==> config.mk <==
export PLATFORM = sky130hd
export DESIGN_NAME = marquee_sequencer
export DESIGN_NICKNAME = d
export VERILOG_FILES = /design/src/rtl/marquee_pkg.sv /design/src/rtl/marquee_sequencer_tick_prescaler.sv /design/src/rtl/marquee_sequencer.sv
export SDC_FILE = /design/constraint.sdc
export NUM_CORES = 1
export LEC_CHECK = 0
export ABC_AREA = 1
export CORE_ASPECT_RATIO = 0.5
export CORE_MARGIN = 1.5
export CORE_UTILIZATION = 41
export DETAILED_ROUTE_END_ITERATION = 10
export DONT_BUFFER_PORTS = 1
export HOLD_SLACK_MARGIN = 0.03
export SYNTH_ARGS = -nofsm -noshare
export SYNTH_HDL_FRONTEND = slang
export SYNTH_HIERARCHICAL = 1
export SYNTH_SLANG_ARGS = --single-unit
==> constraint.sdc <==
create_clock -name clk -period 4.6 [get_ports clk]
set_clock_uncertainty 0.05 [all_clocks]
set_input_delay 0.92 -clock clk [delete_from_list [all_inputs] [get_ports clk]]
set_output_delay 0.92 -clock clk [all_outputs]
set_load 0.02 [all_outputs]
==> src/rtl/marquee_pkg.sv <==
// Shared encodings for the marquee sequencer.
// Holds FSM states, mode/direction codes and the position stepper.
package marquee_pkg;

   typedef enum logic [1:0] {
      ST_IDLE,
      ST_RUN,
      ST_DWELL,
      ST_MANUAL
   } state_e;

   localparam logic [1:0] MODE_LEFT   = 2'b00;
   localparam logic [1:0] MODE_RIGHT  = 2'b01;
   localparam logic [1:0] MODE_PING   = 2'b10;
   localparam logic [1:0] MODE_MANUAL = 2'b11;

   localparam logic DIR_LEFT  = 1'b1;
   localparam logic DIR_RIGHT = 1'b0;

   // Offset the datapath holds after one rotate in direction d.
   function automatic logic [3:0] pos_step(
      input logic [3:0]  p,
      input logic        d,
      input int unsigned n
   );
      logic [3:0] last;
      last = 4'(n - 1);
      if (d == DIR_LEFT)
         pos_step = (p == last) ? 4'd0 : p + 4'd1;
      else
         pos_step = (p == 4'd0) ? last : p - 4'd1;
   endfunction

endpackage

==> src/rtl/marquee_sequencer_tick_prescaler.sv <==
// Step-period divider with a live speed-selected terminal count.
// Terminal is 2^(TICK_BASE+speed)-1; a late speed drop wraps naturally.
module tick_prescaler #(
   parameter int TICK_BASE = 20
) (
   input  logic       clk,
   input  logic       reset,
   input  logic       clr,
   input  logic [1:0] speed,
   output logic       tick
);

   localparam int CW = TICK_BASE + 3;

   logic [CW-1:0] cnt_q;
   logic [CW-1:0] cnt_d;
   logic [CW-1:0] term;

   always_comb begin
      term  = {CW{1'b1}} >> (2'd3 - speed);
      tick  = (cnt_q == term);
      cnt_d = cnt_q + CW'(1);
      if (clr || tick)
         cnt_d = '0;
   end

   always_ff @(posedge clk) begin
      if (reset)
         cnt_q <= '0;
      else
         cnt_q <= cnt_d;
   end

endmodule

==> src/rtl/marquee_sequencer.sv <==
// Mode-driven sequencer for the nibble-rotating marquee datapath.
// Issues one-cycle shift pulses with direction and tracks the offset.
module marquee_sequencer
   import marquee_pkg::*;
#(
   parameter int TICK_BASE   = 20,
   parameter int NIBBLES     = 10,
   parameter int SPAN        = 9,
   parameter int DWELL_TICKS = 4
) (
   input  logic       clk,
   input  logic       reset,
   input  logic       start,
   input  logic       stop,
   input  logic [1:0] mode,
   input  logic [1:0] speed,
   input  logic       step_btn,
   input  logic       man_dir,
   output logic       shift,
   output logic       dir,
   output logic [3:0] pos,
   output logic       busy,
   output logic       at_home
);

   localparam int DW = (DWELL_TICKS > 1) ? $clog2(DWELL_TICKS) : 1;

   state_e        state_q, state_d;
   logic [1:0]    mode_q, mode_d;
   logic          leg_q, leg_d;
   logic [3:0]    leg_cnt_q, leg_cnt_d;
   logic [DW-1:0] dwell_q, dwell_d;
   logic          btn_q;
   logic          shift_q, shift_d;
   logic          dir_q, dir_d;
   logic [3:0]    pos_q, pos_d;
   logic          busy_q, busy_d;
   logic          at_home_q, at_home_d;

   logic tick;
   logic clr;
   logic btn_rise;

   assign clr      = (state_q == ST_IDLE);
   assign btn_rise = step_btn & ~btn_q;

   tick_prescaler #(
      .TICK_BASE (TICK_BASE)
   ) u_prescaler (
      .clk   (clk),
      .reset (reset),
      .clr   (clr),
      .speed (speed),
      .tick  (tick)
   );

   always_comb begin
      state_d   = state_q;
      mode_d    = mode_q;
      leg_d     = leg_q;
      leg_cnt_d = leg_cnt_q;
      dwell_d   = dwell_q;
      shift_d   = 1'b0;
      dir_d     = dir_q;
      pos_d     = pos_q;

      case (state_q)
         ST_IDLE: begin
            if (start && !stop) begin
               mode_d    = mode;
               leg_d     = DIR_LEFT;
               leg_cnt_d = 4'd0;
               dwell_d   = '0;
               state_d   = (mode == MODE_MANUAL) ? ST_MANUAL : ST_RUN;
            end
         end
         ST_RUN: begin
            if (stop) begin
               state_d = ST_IDLE;
            end else if (tick) begin
               shift_d = 1'b1;
               case (mode_q)
                  MODE_LEFT:  dir_d = DIR_LEFT;
                  MODE_RIGHT: dir_d = DIR_RIGHT;
                  default:    dir_d = leg_q;
               endcase
               pos_d = pos_step(pos_q, dir_d, NIBBLES);
               if (mode_q == MODE_PING) begin
                  if (int'(leg_cnt_q) == SPAN - 1) begin
                     leg_cnt_d = 4'd0;
                     leg_d     = ~leg_q;
                     dwell_d   = '0;
                     if (DWELL_TICKS > 0)
                        state_d = ST_DWELL;
                  end else begin
                     leg_cnt_d = leg_cnt_q + 4'd1;
                  end
               end
            end
         end
         ST_DWELL: begin
            if (stop) begin
               state_d = ST_IDLE;
            end else if (tick) begin
               if (int'(dwell_q) == DWELL_TICKS - 1) begin
                  dwell_d = '0;
                  state_d = ST_RUN;
               end else begin
                  dwell_d = dwell_q + DW'(1);
               end
            end
         end
         ST_MANUAL: begin
            if (stop) begin
               state_d = ST_IDLE;
            end else if (btn_rise) begin
               shift_d = 1'b1;
               dir_d   = man_dir;
               pos_d   = pos_step(pos_q, man_dir, NIBBLES);
            end
         end
         default: state_d = ST_IDLE;
      endcase

      // Status flags track the state/pos being registered this edge.
      busy_d    = (state_d != ST_IDLE);
      at_home_d = (pos_d == 4'd0);
   end

   always_ff @(posedge clk) begin
      if (reset) begin
         state_q   <= ST_IDLE;
         mode_q    <= MODE_LEFT;
         leg_q     <= DIR_LEFT;
         leg_cnt_q <= 4'd0;
         dwell_q   <= '0;
         btn_q     <= 1'b0;
         shift_q   <= 1'b0;
         dir_q     <= DIR_LEFT;
         pos_q     <= 4'd0;
         busy_q    <= 1'b0;
         at_home_q <= 1'b1;
      end else begin
         state_q   <= state_d;
         mode_q    <= mode_d;
         leg_q     <= leg_d;
         leg_cnt_q <= leg_cnt_d;
         dwell_q   <= dwell_d;
         btn_q     <= step_btn;
         shift_q   <= shift_d;
         dir_q     <= dir_d;
         pos_q     <= pos_d;
         busy_q    <= busy_d;
         at_home_q <= at_home_d;
      end
   end

   assign shift   = shift_q;
   assign dir     = dir_q;
   assign pos     = pos_q;
   assign busy    = busy_q;
   assign at_home = at_home_q;

endmodule

Yosys cells after proc, flatten, opt, wreduce, memory -nomap -nowiden
Index checks and enable logic that the tools add are counted.
{"block": "word_totals", "register_bits": 43, "input_bits": 10, "output_inout_bits": 8, "wordCells": 113}
{"block": "classes", "addsub": 6, "n_eq_ne": 19, "shift": 1, "mux": 55, "bitwise": 3, "reduce_logical": 17}
{"operator": "4-bit two-way mux", "count": 13}
{"operator": "2-bit two-way mux", "count": 18}
{"operator": "23-bit by 1-bit adder with 23-bit output (second input constant)", "count": 1}
{"operator": "23-bit == test", "count": 1}
{"operator": "23-bit by 2-bit right shift with 23-bit output (first input constant)", "count": 1}
{"operator": "2-bit != test (second input constant)", "count": 9}
{"operator": "1-bit two-way mux", "count": 16}
{"operator": "4-bit case mux with 2 select lines", "count": 2}
{"operator": "5-bit AND reduction", "count": 2}
{"operator": "4-bit by 1-bit adder with 4-bit output (second input constant)", "count": 2}
{"operator": "2-bit == test (second input constant)", "count": 4}
{"operator": "4-bit == test (second input constant)", "count": 2}
{"operator": "4-bit logical NOT", "count": 2}
{"operator": "1-bit case mux with 2 select lines", "count": 4}
{"operator": "2-bit case mux with 4 select lines", "count": 1}
{"operator": "8-bit AND reduction", "count": 1}
{"operator": "2-bit by 1-bit == test with 1-bit output (second input constant)", "count": 3}
{"operator": "2-bit case mux with 3 select lines", "count": 1}
{"operator": "6-bit AND reduction", "count": 1}
{"operator": "2-bit nonzero test", "count": 3}
{"operator": "2-bit logical NOT", "count": 2}
{"operator": "4-bit by 1-bit subtractor with 4-bit output (second input constant)", "count": 1}
{"operator": "3-bit nonzero test", "count": 1}
{"operator": "2-bit by 1-bit adder with 2-bit output (second input constant)", "count": 1}
{"operator": "8 further kinds", "count": 9}

Longest topological paths before layout
Gate-level depths: netlist (run 1).
{"block": "depth", "word_depth": 11, "ltp_mapped": 17, "depth_no_buf": 17}

By module
Netlist (run 1), hierarchy kept.
{"mod": "tick_prescaler", "instances": 1, "cells_each": 191, "area_each_um2": 1311.3, "seq_area_each_um2": 460.4}
{"mod": "marquee_sequencer", "instances": 1, "cells_each": 200, "area_each_um2": 1310.0, "seq_area_each_um2": 400.4}

Worst setup path before layout (run 1)
OpenSTA, ideal clock, no wires.
{"block": "synth_timing", "kind": "input -> register", "start": "input speed[1]", "end": "register leg_cnt_q[3]", "arrival_ps": 2278, "path_slack_ps": 2156, "cell_stages": 12, "n_path_buf": 0, "path_cell_list": "or2_1 -> nand2_1 -> nand3_1 -> nor2_1 -> inv_2 -> nor2_1 -> nor2_1 -> nor2_4 -> nand2_4 -> nor2_2 -> xnor2_1 -> nor2_1"}
{"block": "synth_between", "elab_chain_cells": 5}
{"item": "from (decl)", "line_no": "marquee_sequencer.sv:16", "source": "input logic [1:0] speed,"}
{"item": "2-bit subtractor", "line_no": "marquee_sequencer_tick_prescaler.sv:20", "source": "term = {CW{1'b1}} >> (2'd3 - speed);"}
{"item": "23-bit by 2-bit right shift with 23-bit output", "line_no": "marquee_sequencer_tick_prescaler.sv:20"}
{"item": "23-bit == test", "line_no": "marquee_sequencer_tick_prescaler.sv:21", "source": "tick = (cnt_q == term);"}
{"item": "net tick", "line_no": "marquee_sequencer.sv:40", "source": "logic tick;"}
{"item": "2-bit != test (no source line)"}
{"item": "5-bit AND reduction (no source line)"}
{"item": "to (signal assigned)", "line_no": "marquee_sequencer.sv:147", "source": "leg_cnt_q <= leg_cnt_d;"}
{"item": "to (decl)", "line_no": "marquee_sequencer.sv:31", "source": "logic [3:0] leg_cnt_q, leg_cnt_d;"}
The timed path passes the listed nets, and every way through them passes these cells.
A chain may end at the register's enable or synchronous reset.

Final worst setup path (run 1)
{"block": "layout_timing", "start": "register u_prescaler.cnt_q[0]", "end": "register at_home_q, in the netlist at_home"}
{"block": "layout_between", "elab_chain_cells": 5}
{"item": "from (decl)", "line_no": "marquee_sequencer_tick_prescaler.sv:15", "source": "logic [CW-1:0] cnt_q;"}
{"item": "from (signal assigned)", "line_no": "marquee_sequencer_tick_prescaler.sv:31", "source": "cnt_q <= cnt_d;"}
{"item": "23-bit == test", "line_no": "marquee_sequencer_tick_prescaler.sv:21"}
{"item": "net tick", "line_no": "marquee_sequencer.sv:40"}
{"item": "4-bit two-way mux", "line_no": "marquee_sequencer.sv:80", "source": "end else if (tick) begin"}
{"item": "4-bit two-way mux", "line_no": "marquee_sequencer.sv:78", "source": "if (stop) begin"}
{"item": "4-bit case mux with 2 select lines", "line_no": "marquee_sequencer.sv:67", "source": "case (state_q)"}
{"item": "4-bit logical NOT", "line_no": "marquee_sequencer.sv:127", "source": "at_home_d = (pos_d == 4'd0);"}
{"item": "to (signal assigned)", "line_no": "marquee_sequencer.sv:154", "source": "at_home_q <= at_home_d;"}
{"item": "to (decl)", "line_no": "marquee_sequencer.sv:38", "source": "logic at_home_q, at_home_d;"}
The timed path passes the listed nets, and every way through them passes these cells.

==> results of run 1 <==
==> cell usage after synthesis (2+ instances only) <==
cell type and n:
a21oi_1 11, nor3_1 3, nor2_1 62, and3_1 2
nand3_1 22, o21ai_1 3, inv_2 6, a211oi_1 2
xor2_1 5, ha_1 7, nand2_2 9, nor2_4 5
inv_1 46, nand2_1 107, buf_6 2, nand3b_1 3
o21ai_0 6, xnor2_1 9, dfxtp_1 43, nor2_2 18
nand2_4 3
==> path summary, 6_finish.rpt <==
| check | startpoint | to | cells after the start |
|---|---|---|---|
| max reg2reg | u_prescaler/cnt_q[0] | at_home | 16 |
| max | u_prescaler/cnt_q[0] | at_home | 16 |
| min reg2reg | u_prescaler/cnt_q[0] | u_prescaler/cnt_q[0] | 1 |
| min | u_prescaler/cnt_q[0] | u_prescaler/cnt_q[0] | 1 |
==> where the power goes <==
part / internal [mW] / switching [mW]
Sequential: 0.380 / 0.00771
Combinational: 0.0160 / 0.0308
Clock: 0.270 / 0.141
Total: 0.665 / 0.179
==> worst max-delay path, delay by kind of cell (launching register included) <==
family / cells / cell delay, ps
fa+ha+maj: 1 / 280
simple gates: 13 / 1430
buf+inv: 2 / 150
flops: 1 / 370
==> cells by family after synthesis <==
group           count (synthesis)
compound gates                 28
xor+xnor                       14
buf+inv                        57
fa+ha+maj                       7
simple gates                  242
flops                          43
==> final cells by class <==
cell class	instances	area (sq um)	area share (%)
multi-input cells	291	1530	53.1
flip-flops and latches	43	861	30.0
inverters	53	200	6.97
clock buffers	6	139	4.84
well taps	88	110	3.84
clock inverters	2	35.0	1.22
==> registers in the layout, summed over array words and instances (netlist names) <==
register,cells
pos,4
shift,1
mode_q,2
dwell_q,2
u_prescaler/cnt_q,23
btn_q,1
state_q,2
at_home,1
dir,1
leg_cnt_q,4
busy,1
leg_q,1
==> layer usage <==
| layer | global-route usage, % | vias up | routed length, um |
|---|---|---|---|
| met5 | 0 | - | 0 |
| met4 | 4.18 | 0 | 51 |
| met3 | 4.40 | 8 | 189 |
| met2 | 27.7 | 19 | 2340 |
| met1 | 20.5 | 1009 | 2590 |
| li1 | - | 1209 | - |
==> summary.txt, run 1 <==
===============================================================================================
Synth Area in Adders                                                                      3.34%
Number of enable flip-flop cells after synthesis                                              0
WL/cell                                                                                 10.7 um
Arrival time at the worst endpoint                                                      2510 ps
Post-route insts no fill                                                                    483
First DRT Iteration DRCs                                                                     98
Path category of the worst min-delay check                                         register to register
Post-Synthesis Cells                                                                        391
Post-placement cell count                                                                   475
Most frequent cells in the layout                                                  107 x nand2_1, 62 x nor2_1, 46 x inv_1
Hold-fix buffer count after cts                                                               0
Top Ports                                                                                    18
Period utilisation layout                                                                 52.0%
Post-CTS setup buffer count                                                                   0
Number of antenna cells inserted                                                              0
Number of buffers created by CTS                                                              5
Clock Tree Root                                                                       clkbuf_16
Share of post-route cells with drive strength above 1                                     14.7%
Final cell utilization of the core                                                        46.8%
Register bit count reported by yosys                                                         43
Cell with the most instances on the worst path                                           nor2_1
Worst VDD drop                                                                         0.130 mV
Netlist area before placement                                                        2620 sq um
DIE WIDTH                                                                                116 um
RD Place Congestion                                                                       0.861
Synthesized-area fraction occupied by and/or/nand/nor cells                               43.8%
Area share of the leading cell type in the synthesized netlist                            32.8%
Total Wirelength                                                                        5170 um
Actual slew at the worst max-slew pin                                                   1130 ps
Clock Latency Late Sink                                                                  280 ps
Clock tree from TritonCTS                                                                 built
Final design area excluding fillers                                                  2870 sq um
Number of global-route vias before repair                                                  2038
Worst setup slack after layout                                                          2210 ps
Total placed instance area                                                           2700 sq um
Hold Violations, Final                                                                        0
Port bufs                                                                                     0
Peak per-stage delay on the critical path                                                370 ps
Worst slew margin relative to its limit                                                   24.6%
Required time at the endpoint of the critical path                                      4720 ps
Synthesized-area fraction occupied by xor and xnor cells                                  4.68%
Total die area                                                                       6910 sq um
Sequential area share after synthesis                                                     32.8%
# fillers                                                                                   636
Compound-cell area share of the yosys netlist                                             6.40%
Starting Density                                                                          42.8%
Commonest non-fill, non-tap cell in the layout                                          nand2_1
DRC violation count after routing                                                             0
RSZ-0062 raised after global routing                                                      false
Max Slew Vio Count                                                                            0
Pin count of the biggest net entering global routing                                         22
Combinational family with the most area after synthesis                            simple AND/OR/NAND/NOR gates
Bufs on Longest Clock Path                                                                    2
Routed Antenna Nets                                                                           0
Clock input transition at the sequential cells of the worst setup and hold paths          60 ps
Std cell rows                                                                                20
Average footprint of a synthesized cell                                              6.70 sq um
P_leak                                                                                  1.14 nW
Total number of nets in the final design                                                    411
Worst setup path category                                                          register to register
Count of H-tree levels built during CTS                                                       2
Post-route minimum period                                                               2390 ps
Run status                                                                         finished, final reports clean
Cell area power density                                                             294 nW/um^2
Accumulated negative setup slack                                                           0 ps
Post-layout total power                                                                0.845 mW
Leading post-synthesis cells by cell area                                          dfxtp_1 33%, nand2_1 15%, nor2_1 8.9%
Worst slack at placement                                                                1930 ps
Vias                                                                                       2245
Global-route wire length before repair                                                  8780 um
Slowest stage cell on the critical path                                                 dfxtp_1
Largest area contributor in the netlist                                                 dfxtp_1
Total global-route track usage                                                            16.2%
Synth async-reset ratio                                                                      0%
Core area                                                                            6130 sq um
Resized Gates After CTS                                                                       0
Ys Warns                                                                                      6
Max-cap viol count                                                                            0
Total of endpoints with negative setup slack in the final report                              0
Count of TritonRoute iterations in the first routing pass                                     4
Area added between synthesis and finish                                                   9.50%
Register-to-register setup slack                                                        2210 ps
Synthesized netlist net count                                                               408
Number of different library cells in the post-synthesis netlist                              38
Overflow left after global routing                                                            0
Hold Slack                                                                               413 ps
Y dimension of the die                                                                  59.5 um
Initial antenna violation count                                                               0
CP endpoint kind                                                                       register
Post-synth top flop                                                                     dfxtp_1
Startpoint class of the critical path                                                  register
Fmax                                                                                    418 MHz
Maximum fanout count along the critical path                                                  5
Sink Count                                                                                   43
Multiplexer area fraction after synthesis                                                    0%
Cell Chain, Critical Path                                                          ha_1 -> inv_2 -> nor2_4 -> nand4_4 -> nor2_1 -> inv_2 -> nor2_1 -> nand2_2 -> nor2_1 -> nand2_1 -> nand2_1 -> nor2_1 -> nand2_1 -> nand2_1 -> nand3_1 -> nor2_1
Hpwl dp                                                                                 3980 um
Number of vias per cell after detailed routing                                             4.65
===============================================================================================
No activity file was read; power rests on OpenSTA's default activity.
==> inputs of run 2 (changes only) <==
clock period = 2.4 ns   (was 4.6 ns; I/O delays follow)
==> summary.txt, run 2 (same netlist as run 1, synthesis figures left out) <==
===============================================================================================
Run status                                                                         finished, final reports clean
Std cell rows                                                                                20   unchanged
Hold Crit Depth                                                                               1   unchanged
Final design area excluding fillers                                                  2860 sq um   -0.22%
Hold Slack                                                                               207 ps   -207 ps
Total placed instance area                                                           2720 sq um   +0.84%
Worst flop-to-flop path startpoint                                                 u_prescaler/cnt_q[0]
Total number of nets in the final design                                                    414   +0.73%
Required time at the endpoint of the critical path                                      2520 ps   -2200 ps
Worst slew margin relative to its limit                                                   69.5%   +45 points
Accumulated negative setup slack                                                           0 ps   unchanged
Initial antenna violation count                                                               0   unchanged
# fillers                                                                                   604   -5.0%
Actual slew at the worst max-slew pin                                                    455 ps   -677 ps
Routed Antenna Nets                                                                           0   unchanged
Clock input transition at the sequential cells of the worst setup and hold paths          60 ps   about the same
Peak per-stage delay on the critical path                                                370 ps   about the same
Busiest grt layer                                                                          met2
Met1 track utilization from global routing                                                21.7%   +1.3 points
Number of cells traversed by the worst register-to-register path                             15   -1
Fmax                                                                                    465 MHz   +11%
Sink Count                                                                                   43   unchanged
Area added between synthesis and finish                                                   9.26%
Commonest non-fill, non-tap cell in the layout                                          nand2_1
Top Ports                                                                                    18   unchanged
Cell area power density                                                             519 nW/um^2   +76%
Overflow left after global routing                                                            0   unchanged
Cell family contributing the most delay on the critical path                       simple AND/OR/NAND/NOR gates
Bufs on Longest Clock Path                                                                    2   unchanged
RSZ-0062 raised after global routing                                                      false
Maximum fanout count along the critical path                                                  5   unchanged
RR Endpoint                                                                             at_home
Post-route minimum period                                                               2150 ps   -244 ps
Resized Gates After CTS                                                                       0   unchanged
Fraction of power spent switching nets                                                    23.1%   +1.8 points
Max Slew Vio Count                                                                            0   unchanged
Number of vias per cell after detailed routing                                             4.62   -0.53%
Cell Chain, Critical Path                                                          ha_2 -> inv_2 -> nor2_4 -> nand4_4 -> nor2_2 -> buf_4 -> nand2_1 -> nor2_2 -> nand2_1 -> nand2_2 -> nand2_1 -> nand2_1 -> nand2_1 -> a21oi_2 -> nor2_1
Cell with the most instances on the worst path                                          nand2_1
Startpoint class of the critical path                                                  register
Clock Latency Late Sink                                                                  280 ps   about the same
Psw                                                                                    0.343 mW   +91%
Worst setup path startpoint                                                        u_prescaler/cnt_q[0]
Hpwl dp                                                                                 4060 um   +2.1%
Y dimension of the die                                                                  59.5 um   unchanged
Number of antenna cells inserted                                                              0   unchanged
Number of buffers created by CTS                                                              5   unchanged
Cell count along the critical path                                                           15   -1
Path category of the worst min-delay check                                         input port to register
Count of H-tree levels built during CTS                                                       2   unchanged
Critical path capture point                                                             at_home
Share of post-route cells with drive strength above 1                                     15.6%   +0.89 points
Total of endpoints with negative setup slack in the final report                              0   unchanged
DIE WIDTH                                                                                116 um   unchanged
Number of buffers and inverters on the critical path                                          2   unchanged
Clock tree from TritonCTS                                                                 built
Vias                                                                                       2247   +0.089%
First DRT Iteration DRCs                                                                    129   +32%
Number of global-route vias before repair                                                  2129   +4.5%
Hold-fix buffer count after cts                                                               0   unchanged
Share of total power in combinational logic                                                6.2%   +0.7 points
RD Place Congestion                                                                       0.872   +1.3%
Total die area                                                                       6910 sq um   unchanged
Hold Violations, Final                                                                        0   unchanged
Post-layout total power                                                                 1.49 mW   +76%
Post-CTS setup buffer count                                                                   0   unchanged
P_leak                                                                                  1.13 nW   -0.60%
Pin count of the biggest net entering global routing                                         22   unchanged
Sequential group share of total power                                                     49.9%   +4.1 points
Worst setup slack after layout                                                           250 ps   -1960 ps
Most frequent cells in the layout                                                  107 x nand2_1, 60 x nor2_1, 46 x inv_1
Arrival time at the worst endpoint                                                      2270 ps   -240 ps
Clock Tree Root                                                                       clkbuf_16
Worst slack at placement                                                                 168 ps   -1760 ps
Period utilisation layout                                                                 89.6%   +38 points
CP endpoint kind                                                                       register
Port bufs                                                                                     0   unchanged
Worst setup path category                                                          register to register
Internal Pwr Total                                                                      1.14 mW   +72%
DRC violation count after routing                                                             0   unchanged
WL/cell                                                                                 10.9 um   +2.2%
Core area                                                                            6130 sq um   unchanged
Slowest stage cell on the critical path                                                 dfxtp_1
Total global-route track usage                                                            17.2%   +1.0 points
Max-cap viol count                                                                            0   unchanged
Total Wirelength                                                                        5310 um   +2.8%
Register-to-register setup slack                                                         250 ps   -1960 ps
Met3 Resource Use GR                                                                      4.70%   +0.31 points
Register with the highest flop count                                               u_prescaler/cnt_q
Starting Density                                                                          42.8%   unchanged
Number of flip-flops in the largest register                                                 23   unchanged
Routing usage on met2                                                                     28.9%   +1.2 points
Count of TritonRoute iterations in the first routing pass                                     4   unchanged
Part of the power in the clock network                                                    43.8%   -4.8 points
Worst VDD drop                                                                         0.246 mV   +90%
Global-route wire length before repair                                                  9160 um   +4.3%
===============================================================================================
## run 2: cell count changes in the layout (fill, tap and decap cells not counted), sizes merged
cell    change
clkbuf      +1
bufinv      -1
buf         +3
## run 2: worst min-delay path by stage
stage | endpoint | slack, ps | from
after global placement | u_prescaler/cnt_q[0] | 390 | u_prescaler/cnt_q[0]
after detailed placement | u_prescaler/cnt_q[0] | 410 | u_prescaler/cnt_q[0]
after global routing | leg_cnt_q[1] | 200 | reset
final | leg_cnt_q[1] | 210 | reset
after CTS | leg_cnt_q[1] | 200 | reset
after floorplan | u_prescaler/cnt_q[0] | 380 | u_prescaler/cnt_q[0]
## run 2: cell type report
class	instances	area, sq um	share of cell area (%)
clock buffer	7	133	4.63
clock inverter	1	5.00	0.175
inverter	53	200	6.99
multi-input combinational	291	1530	53.5
sequential	43	861	30.1
tap	88	110	3.84
timing repair buffer	3	22.5	0.786
## run 2: power by group through the flow
stage          Sequential [mW]  Clock (mW)  Combinational [mW]
5_1_grt                  0.745       0.705               0.105
4_1_cts                  0.743       0.668              0.0929
6_report                 0.743       0.652              0.0929
2_1_floorplan            0.753           0              0.0848
3_5_place_dp             0.758           0              0.0925
3_3_place_gp             0.757           0              0.0884
## run 2: per-stage QoR
step,std cells,utilization (%)
after floorplan,391,-
after global placement,478,44.3
after detailed placement,478,44.3
after CTS,486,46.6
after global routing,486,46.7
final,486,46.7
## run 2: per-layer routing
layer | part of all wire (%) | up-vias
met5 | 0 | -
met3 | 3.8 | 6
met1 | 50 | 1001
met4 | 0.87 | 0
li1 | - | 1215
met2 | 45 | 25
